===== config.mk =====
export PLATFORM = sky130hd
export DESIGN_NAME = ifetch_unit
export DESIGN_NICKNAME = d
export VERILOG_FILES = /design/src/rtl/ifetch_unit.sv
export SDC_FILE = /design/constraint.sdc
export NUM_CORES = 1
export LEC_CHECK = 0
export CAP_MARGIN = 20
export CORE_ASPECT_RATIO = 1.75
export CORE_MARGIN = 5
export CORE_UTILIZATION = 28
export CTS_CLUSTER_SIZE = 25
export DETAILED_ROUTE_END_ITERATION = 16
export HOLD_SLACK_MARGIN = 0.05
export SYNTH_ARGS = -nofsm -noshare
export SYNTH_HDL_FRONTEND = slang
export SYNTH_SLANG_ARGS = --single-unit

===== constraint.sdc =====
create_clock -name clk -period 8.5 [get_ports clk]
set_clock_uncertainty 0.2 [all_clocks]
set_input_delay 1.7 -clock clk [delete_from_list [all_inputs] [get_ports clk]]
set_output_delay 1.7 -clock clk [all_outputs]
set_load 0.01 [all_outputs]

===== src/rtl/ifetch_unit.sv =====
// Instruction-fetch stage: owns the fetch PC, issues one icache request at a time,
// pre-decodes the returned word (length + static branch prediction) and feeds the IQ.
module ifetch_unit #(
  parameter logic [31:0] RESET_PC = 32'h0000_0000
) (
  input  logic        clk,
  input  logic        rst,
  input  logic        rdy,
  output logic        to_icache,
  output logic [31:0] pc,
  input  logic        have_result,
  input  logic [31:0] inst_in,
  input  logic        iq_full,
  output logic        iq_valid,
  output logic [31:0] iq_inst,
  output logic [31:0] iq_pc,
  output logic        iq_is_c,
  output logic        iq_pred_taken,
  output logic [31:0] iq_pred_pc,
  input  logic        flush,
  input  logic [31:0] flush_pc
);

  typedef enum logic [1:0] {ISSUE, WAIT, HOLD} state_t;

  state_t      state;
  logic        discard;
  logic [31:0] redirect_pc;

  logic        dec_is_c;
  logic        dec_taken;
  logic [31:0] dec_inst;
  logic [31:0] dec_next;
  logic [31:0] seq_pc;
  logic [31:0] br_target;
  logic [31:0] imm_j;
  logic [31:0] imm_b;
  logic [31:0] imm_cj;
  logic [31:0] imm_cb;

  always_comb begin
    imm_j  = {{12{inst_in[31]}}, inst_in[19:12], inst_in[20], inst_in[30:21], 1'b0};
    imm_b  = {{20{inst_in[31]}}, inst_in[7], inst_in[30:25], inst_in[11:8], 1'b0};
    imm_cj = {{21{inst_in[12]}}, inst_in[8], inst_in[10:9], inst_in[6], inst_in[7],
              inst_in[2], inst_in[11], inst_in[5:3], 1'b0};
    imm_cb = {{24{inst_in[12]}}, inst_in[6:5], inst_in[2], inst_in[11:10], inst_in[4:3], 1'b0};

    dec_is_c  = (inst_in[1:0] != 2'b11);
    seq_pc    = pc + (dec_is_c ? 32'd2 : 32'd4);
    dec_taken = 1'b0;
    br_target = seq_pc;

    if (!dec_is_c) begin
      if (inst_in[6:0] == 7'b1101111) begin
        dec_taken = 1'b1;
        br_target = pc + imm_j;
      end else if (inst_in[6:0] == 7'b1100011) begin
        dec_taken = inst_in[31];
        br_target = pc + imm_b;
      end
    end else if (inst_in[1:0] == 2'b01) begin
      if (inst_in[15:13] == 3'b101) begin
        dec_taken = 1'b1;
        br_target = pc + imm_cj;
      end else if (inst_in[15:14] == 2'b11) begin
        dec_taken = inst_in[12];
        br_target = pc + imm_cb;
      end
    end

    dec_next = dec_taken ? br_target : seq_pc;
    dec_inst = dec_is_c ? {16'h0000, inst_in[15:0]} : inst_in;
  end

  // Request is decoded from the registered state so that IQ acceptance and the
  // next request land in the same cycle (two-cycle hit throughput).
  assign to_icache = !rst && rdy && !flush &&
                     ((state == ISSUE) || ((state == HOLD) && !iq_full));

  always_ff @(posedge clk or posedge rst) begin
    if (rst) begin
      state         <= ISSUE;
      pc            <= RESET_PC;
      discard       <= 1'b0;
      redirect_pc   <= '0;
      iq_valid      <= 1'b0;
      iq_inst       <= '0;
      iq_pc         <= '0;
      iq_is_c       <= 1'b0;
      iq_pred_taken <= 1'b0;
      iq_pred_pc    <= '0;
    end else if (rdy) begin
      if (flush) begin
        iq_valid <= 1'b0;
        if (state == WAIT && !have_result) begin
          // Outstanding request: redirect is deferred until the stale response returns.
          discard     <= 1'b1;
          redirect_pc <= flush_pc;
        end else begin
          discard <= 1'b0;
          pc      <= flush_pc;
          state   <= ISSUE;
        end
      end else begin
        case (state)
          ISSUE: state <= WAIT;
          WAIT: begin
            if (have_result) begin
              if (discard) begin
                discard <= 1'b0;
                pc      <= redirect_pc;
                state   <= ISSUE;
              end else begin
                iq_valid      <= 1'b1;
                iq_inst       <= dec_inst;
                iq_pc         <= pc;
                iq_is_c       <= dec_is_c;
                iq_pred_taken <= dec_taken;
                iq_pred_pc    <= dec_next;
                pc            <= dec_next;
                state         <= HOLD;
              end
            end
          end
          HOLD: begin
            if (!iq_full) begin
              iq_valid <= 1'b0;
              state    <= WAIT;
            end
          end
          default: state <= ISSUE;
        endcase
      end
    end
  end

endmodule


==> impl_metrics.prom <==
# TYPE chip_impl_metric gauge
chip_impl_info{name="startpoint",value="inst_in[1]"} 1
chip_impl_metric{name="post-synth-top-area-fraction",unit="%"} 30.4
chip_impl_info{name="start_kind",value="primary input"} 1
chip_impl_metric{name="synth-compound-area-share",unit="%"} 27.4
chip_impl_metric{name="floorplan.die.height",unit="um"} 302
chip_impl_metric{name="pre_cts_slack",unit="ns"} 2.12
chip_impl_metric{name="yosys-mux-area-fraction",unit="%"} 3.39
chip_impl_metric{name="synth_warnings",unit=""} 0
chip_impl_metric{name="final-setup-viol-count",unit=""} 0
chip_impl_metric{name="period_share",unit="%"} 69.6
chip_impl_info{name="main_combinational_cell_family_by_area_after_synthesis",value="compound AO/OA/AOI/OAI gates"} 1
chip_impl_metric{name="drtAntennaViolNets",unit=""} 0
chip_impl_metric{name="post_cts_resized",unit=""} 0
chip_impl_metric{name="maxClockFrequency",unit="GHz"} 0.169
chip_impl_metric{name="design_power",unit="uW"} 5400
chip_impl_metric{name="holdBufCountCts",unit=""} 0
chip_impl_metric{name="start_util",unit="%"} 28.1
chip_impl_metric{name="fill_cells",unit=""} 5097
chip_impl_metric{name="synth-xor-area-share",unit="%"} 5.15
chip_impl_metric{name="clock_insertion_delay_worst_skew",unit="ns"} 0.48
chip_impl_info{name="synthTopCellsByArea",value="sky130_fd_sc_hd__dfrtp_1 30%, sky130_fd_sc_hd__nand2_1 9.6%, sky130_fd_sc_hd__ha_1 7.2%"} 1
chip_impl_metric{name="cts_buffers",unit=""} 17
chip_impl_metric{name="io_pins",unit=""} 202
chip_impl_metric{name="required",unit="ns"} 8.71
chip_impl_metric{name="cts.sink_count",unit=""} 165
chip_impl_metric{name="finalWorstPathRequiredPeriod",unit="ns"} 5.92
chip_impl_metric{name="synth_area",unit="mm2"} 0.0136
chip_impl_metric{name="initialDrtViolationCount",unit=""} 1113
chip_impl_info{name="final_cell_mix",value="348 x sky130_fd_sc_hd__nand2_1, 200 x sky130_fd_sc_hd__clkdlybuf4s50_1, 164 x sky130_fd_sc_hd__dfrtp_1"} 1
chip_impl_metric{name="worst_ep_arrival_time",unit="ns"} 6.12
chip_impl_metric{name="clock_path_buffers",unit=""} 2
chip_impl_metric{name="p_leak",unit="uW"} 0.00712
chip_impl_metric{name="detail_route.wl_per_cell",unit="um"} 25.8
chip_impl_info{name="reg2reg_from",value="pc[3]"} 1
chip_impl_metric{name="postRouteWirelength",unit="um"} 66500
chip_impl_metric{name="setup-tns-final",unit="ns"} 0
chip_impl_info{name="synth-main-ff-cell",value="sky130_fd_sc_hd__dfrtp_1"} 1
chip_impl_info{name="worstHoldPathType",value="reg -> reg"} 1
chip_impl_metric{name="routabilityCongestion",unit=""} 1.00
chip_impl_metric{name="synth-async-reset-ratio",unit="%"} 100
chip_impl_metric{name="clk_transition_reported_paths",unit="ns"} 0.09
chip_impl_metric{name="synth_sequential_area_ratio",unit="%"} 30.4
chip_impl_metric{name="netlist_instances",unit=""} 1759
chip_impl_metric{name="ys_seq_elements",unit=""} 165
chip_impl_metric{name="die_area",unit="mm2"} 0.0532
chip_impl_info{name="worst_setup_path_category",value="in -> reg"} 1
chip_impl_metric{name="timing_worst_slew_pin_value",unit="ns"} 1.08
chip_impl_metric{name="vdd.ir_drop.worst",unit="V"} 0.000138
chip_impl_metric{name="grt.overflow.total",unit=""} 0
chip_impl_metric{name="placement.io_buffers",unit=""} 201
chip_impl_metric{name="synth-simple-area-share",unit="%"} 22.0
chip_impl_metric{name="drive_above_1_share",unit="%"} 7.01
chip_impl_info{name="worst_setup_path_end_kind",value="register"} 1
chip_impl_metric{name="htree_num_levels",unit=""} 4
chip_impl_metric{name="cts.repair_timing.setup_buffer_count",unit=""} 0
chip_impl_metric{name="antenna_found_initial",unit=""} 2
chip_impl_info{name="synthDominantAreaCellType",value="sky130_fd_sc_hd__dfrtp_1"} 1
chip_impl_metric{name="drt-vias-per-instance",unit=""} 5.79
chip_impl_metric{name="design.core.area",unit="mm2"} 0.0483
chip_impl_metric{name="synth_edf_count",unit=""} 0
chip_impl_metric{name="worst_slack",unit="ns"} 2.58
chip_impl_metric{name="antenna_cells",unit=""} 0
chip_impl_info{name="cts_tree",value="done"} 1
chip_impl_metric{name="fp.dieW",unit="um"} 177
chip_impl_metric{name="timing.final.max_slew_violations",unit=""} 0
chip_impl_metric{name="drc",unit=""} 0
chip_impl_metric{name="core.rowCount",unit=""} 107
chip_impl_metric{name="hold_viol",unit=""} 0
chip_impl_info{name="layout.cells.most_common",value="sky130_fd_sc_hd__nand2_1"} 1
chip_impl_metric{name="synthesis.area_per_instance",unit="um2"} 7.73
chip_impl_metric{name="layout-area-overhead-vs-synth",unit="%"} 24.9
chip_impl_metric{name="synth_nets",unit=""} 1911
chip_impl_metric{name="max-slew-margin-rel",unit="%"} 26.4
chip_impl_info{name="status",value="complete, no violations"} 1
chip_impl_metric{name="final_core_utilization",unit="%"} 35.1
chip_impl_metric{name="arithmetic_cell_share_of_the_synthesized_area_counting_full_adders_half_adders_and_majority_gates",unit="%"} 7.77
chip_impl_metric{name="globalRouteTotalUtil",unit="%"} 24.4
chip_impl_info{name="grt_setup_unrepaired",value="no"} 1
chip_impl_info{name="worstHoldStart",value="iq_inst[24]"} 1
chip_impl_metric{name="grt_pass1_wl",unit="um"} 96900
chip_impl_metric{name="maxCapViolations",unit=""} 0
chip_impl_metric{name="first_global_vias",unit=""} 14800
chip_impl_metric{name="vias",unit=""} 14900
chip_impl_metric{name="nets_finish",unit=""} 2065
chip_impl_metric{name="dr.pass1.iters",unit=""} 5
chip_impl_metric{name="grt_max_degree",unit=""} 67
chip_impl_info{name="cts-root-buf",value="sky130_fd_sc_hd__clkbuf_16"} 1
chip_impl_metric{name="crit_fanout",unit=""} 24
chip_impl_metric{name="synth.lib_cells_used.distinct",unit=""} 80
chip_impl_metric{name="hpwlAfterDp",unit="um"} 50900
chip_impl_metric{name="power.density",unit="mW/mm2"} 318
==> logic make-up after synthesis <==
family,count (synthesis)
xor gates and xnor gates,80
buffers and inverters,139
DFF,165
AOI/OAI and AO/OA,576
muxes,42
and+or+nand+nor,675
adders and majority gates,82
==> flip-flops by register name, indices dropped and copies added, names as in the netlist <==
| register | cells |
|---|---|
| iq_pred_pc | 31 |
| iq_pred_taken | 1 |
| state | 2 |
| redirect_pc | 32 |
| iq_is_c | 1 |
| discard | 1 |
| iq_inst | 32 |
| pc | 32 |
| iq_valid | 1 |
| iq_pc | 32 |
==> worst paths after layout <==
path	slack [ns]	cells past startpoint	to
worst max-delay path	2.58	11	pc[1]
worst min-delay path	0.27	2	iq_inst[24]
worst max register to register	3.87	10	pc[24]
worst min register to register	0.27	2	iq_inst[24]
max in group asynchronous	5.37	3	pc[7]
min in group asynchronous	1.54	2	iq_valid
==> routing by layer <==
metal | routed length [um] | up-vias | part of all wire (%) | GRT usage (%)
met5 | 27 | - | 0.041 | 0
met4 | 6130 | 4 | 9.2 | 18.6
met2 | 32200 | 768 | 48 | 42.0
li1 | - | 6730 | - | -
met3 | 4370 | 247 | 6.6 | 4.44
met1 | 23700 | 7184 | 36 | 26.4
==> power breakdown <==
| part | internal (uW) | switching [uW] |
|---|---|---|
| combinational | 1300 | 1870 |
| sequential | 1090 | 304 |
| clock | 400 | 435 |
==> synth_stat cells, types with 5 or more instances <==
| cell type | number |
|---|---|
| sky130_fd_sc_hd__a2111oi_0 | 6 |
| sky130_fd_sc_hd__or3_1 | 9 |
| sky130_fd_sc_hd__o21ai_1 | 9 |
| sky130_fd_sc_hd__buf_2 | 5 |
| sky130_fd_sc_hd__a211o_1 | 9 |
| sky130_fd_sc_hd__o21ai_0 | 136 |
| sky130_fd_sc_hd__mux2i_1 | 10 |
| sky130_fd_sc_hd__nand4_1 | 24 |
| sky130_fd_sc_hd__a21o_1 | 28 |
| sky130_fd_sc_hd__buf_1 | 7 |
| sky130_fd_sc_hd__a21oi_1 | 151 |
| sky130_fd_sc_hd__xnor2_1 | 44 |
| sky130_fd_sc_hd__a221o_1 | 13 |
| sky130_fd_sc_hd__o21bai_1 | 14 |
| sky130_fd_sc_hd__o211ai_1 | 32 |
| sky130_fd_sc_hd__mux2_2 | 32 |
| sky130_fd_sc_hd__o22ai_1 | 16 |
| sky130_fd_sc_hd__nor3_1 | 22 |
| sky130_fd_sc_hd__ha_1 | 78 |
| sky130_fd_sc_hd__a31oi_1 | 21 |
| sky130_fd_sc_hd__nor2b_1 | 9 |
| sky130_fd_sc_hd__nor2_1 | 131 |
| sky130_fd_sc_hd__and3_1 | 23 |
| sky130_fd_sc_hd__o31ai_1 | 11 |
| sky130_fd_sc_hd__nand2b_1 | 10 |
| sky130_fd_sc_hd__a22oi_1 | 5 |
| sky130_fd_sc_hd__o221ai_1 | 14 |
| sky130_fd_sc_hd__a211oi_1 | 21 |
| sky130_fd_sc_hd__o21a_1 | 18 |
| sky130_fd_sc_hd__a221oi_1 | 18 |
| sky130_fd_sc_hd__and2_1 | 15 |
| sky130_fd_sc_hd__nand3_1 | 54 |
| sky130_fd_sc_hd__nand2_1 | 349 |
| sky130_fd_sc_hd__xor2_1 | 36 |
| sky130_fd_sc_hd__clkbuf_1 | 101 |
| sky130_fd_sc_hd__dfrtp_1 | 165 |
| sky130_fd_sc_hd__inv_1 | 24 |
| sky130_fd_sc_hd__a22o_1 | 5 |
==> critical path, cell delays in order <==
cell and delay [ns]:
sky130_fd_sc_hd__clkdlybuf4s50_1 1.00, sky130_fd_sc_hd__nand2_1 0.44, sky130_fd_sc_hd__inv_1 0.28, sky130_fd_sc_hd__nand2_1 0.14, sky130_fd_sc_hd__or3_1 0.76, sky130_fd_sc_hd__mux2i_1 0.24
sky130_fd_sc_hd__nor3_1 0.19, sky130_fd_sc_hd__a221oi_1 0.09, sky130_fd_sc_hd__a2111oi_0 0.98, sky130_fd_sc_hd__a2111oi_0 0.16, sky130_fd_sc_hd__nor2_1 0.14
==> final cells by class <==
class / instances / area [um2] / area share (%)
well taps: 654 / 818 / 4.82
flip-flops and latches: 165 / 4130 / 24.3
clock buffers: 17 / 425 / 2.51
clock inverters: 15 / 178 / 1.05
inverters: 24 / 95.1 / 0.560
repair buffers: 250 / 2380 / 14.0
multi-input cells: 1455 / 8950 / 52.7
==> stage by stage <==
step | instances | hold slack (ns) | area, um2
after CTS | 2579 | 0.272 | 17000
final | 2580 | 0.266 | 17000
after global placement | 2546 | 0.251 | 16400
after detailed placement | 2547 | 0.255 | 16400
after global routing | 2580 | 0.296 | 17000
after floorplan | 1759 | 0.272 | 13600
Power figures use the tool's default switching activity.
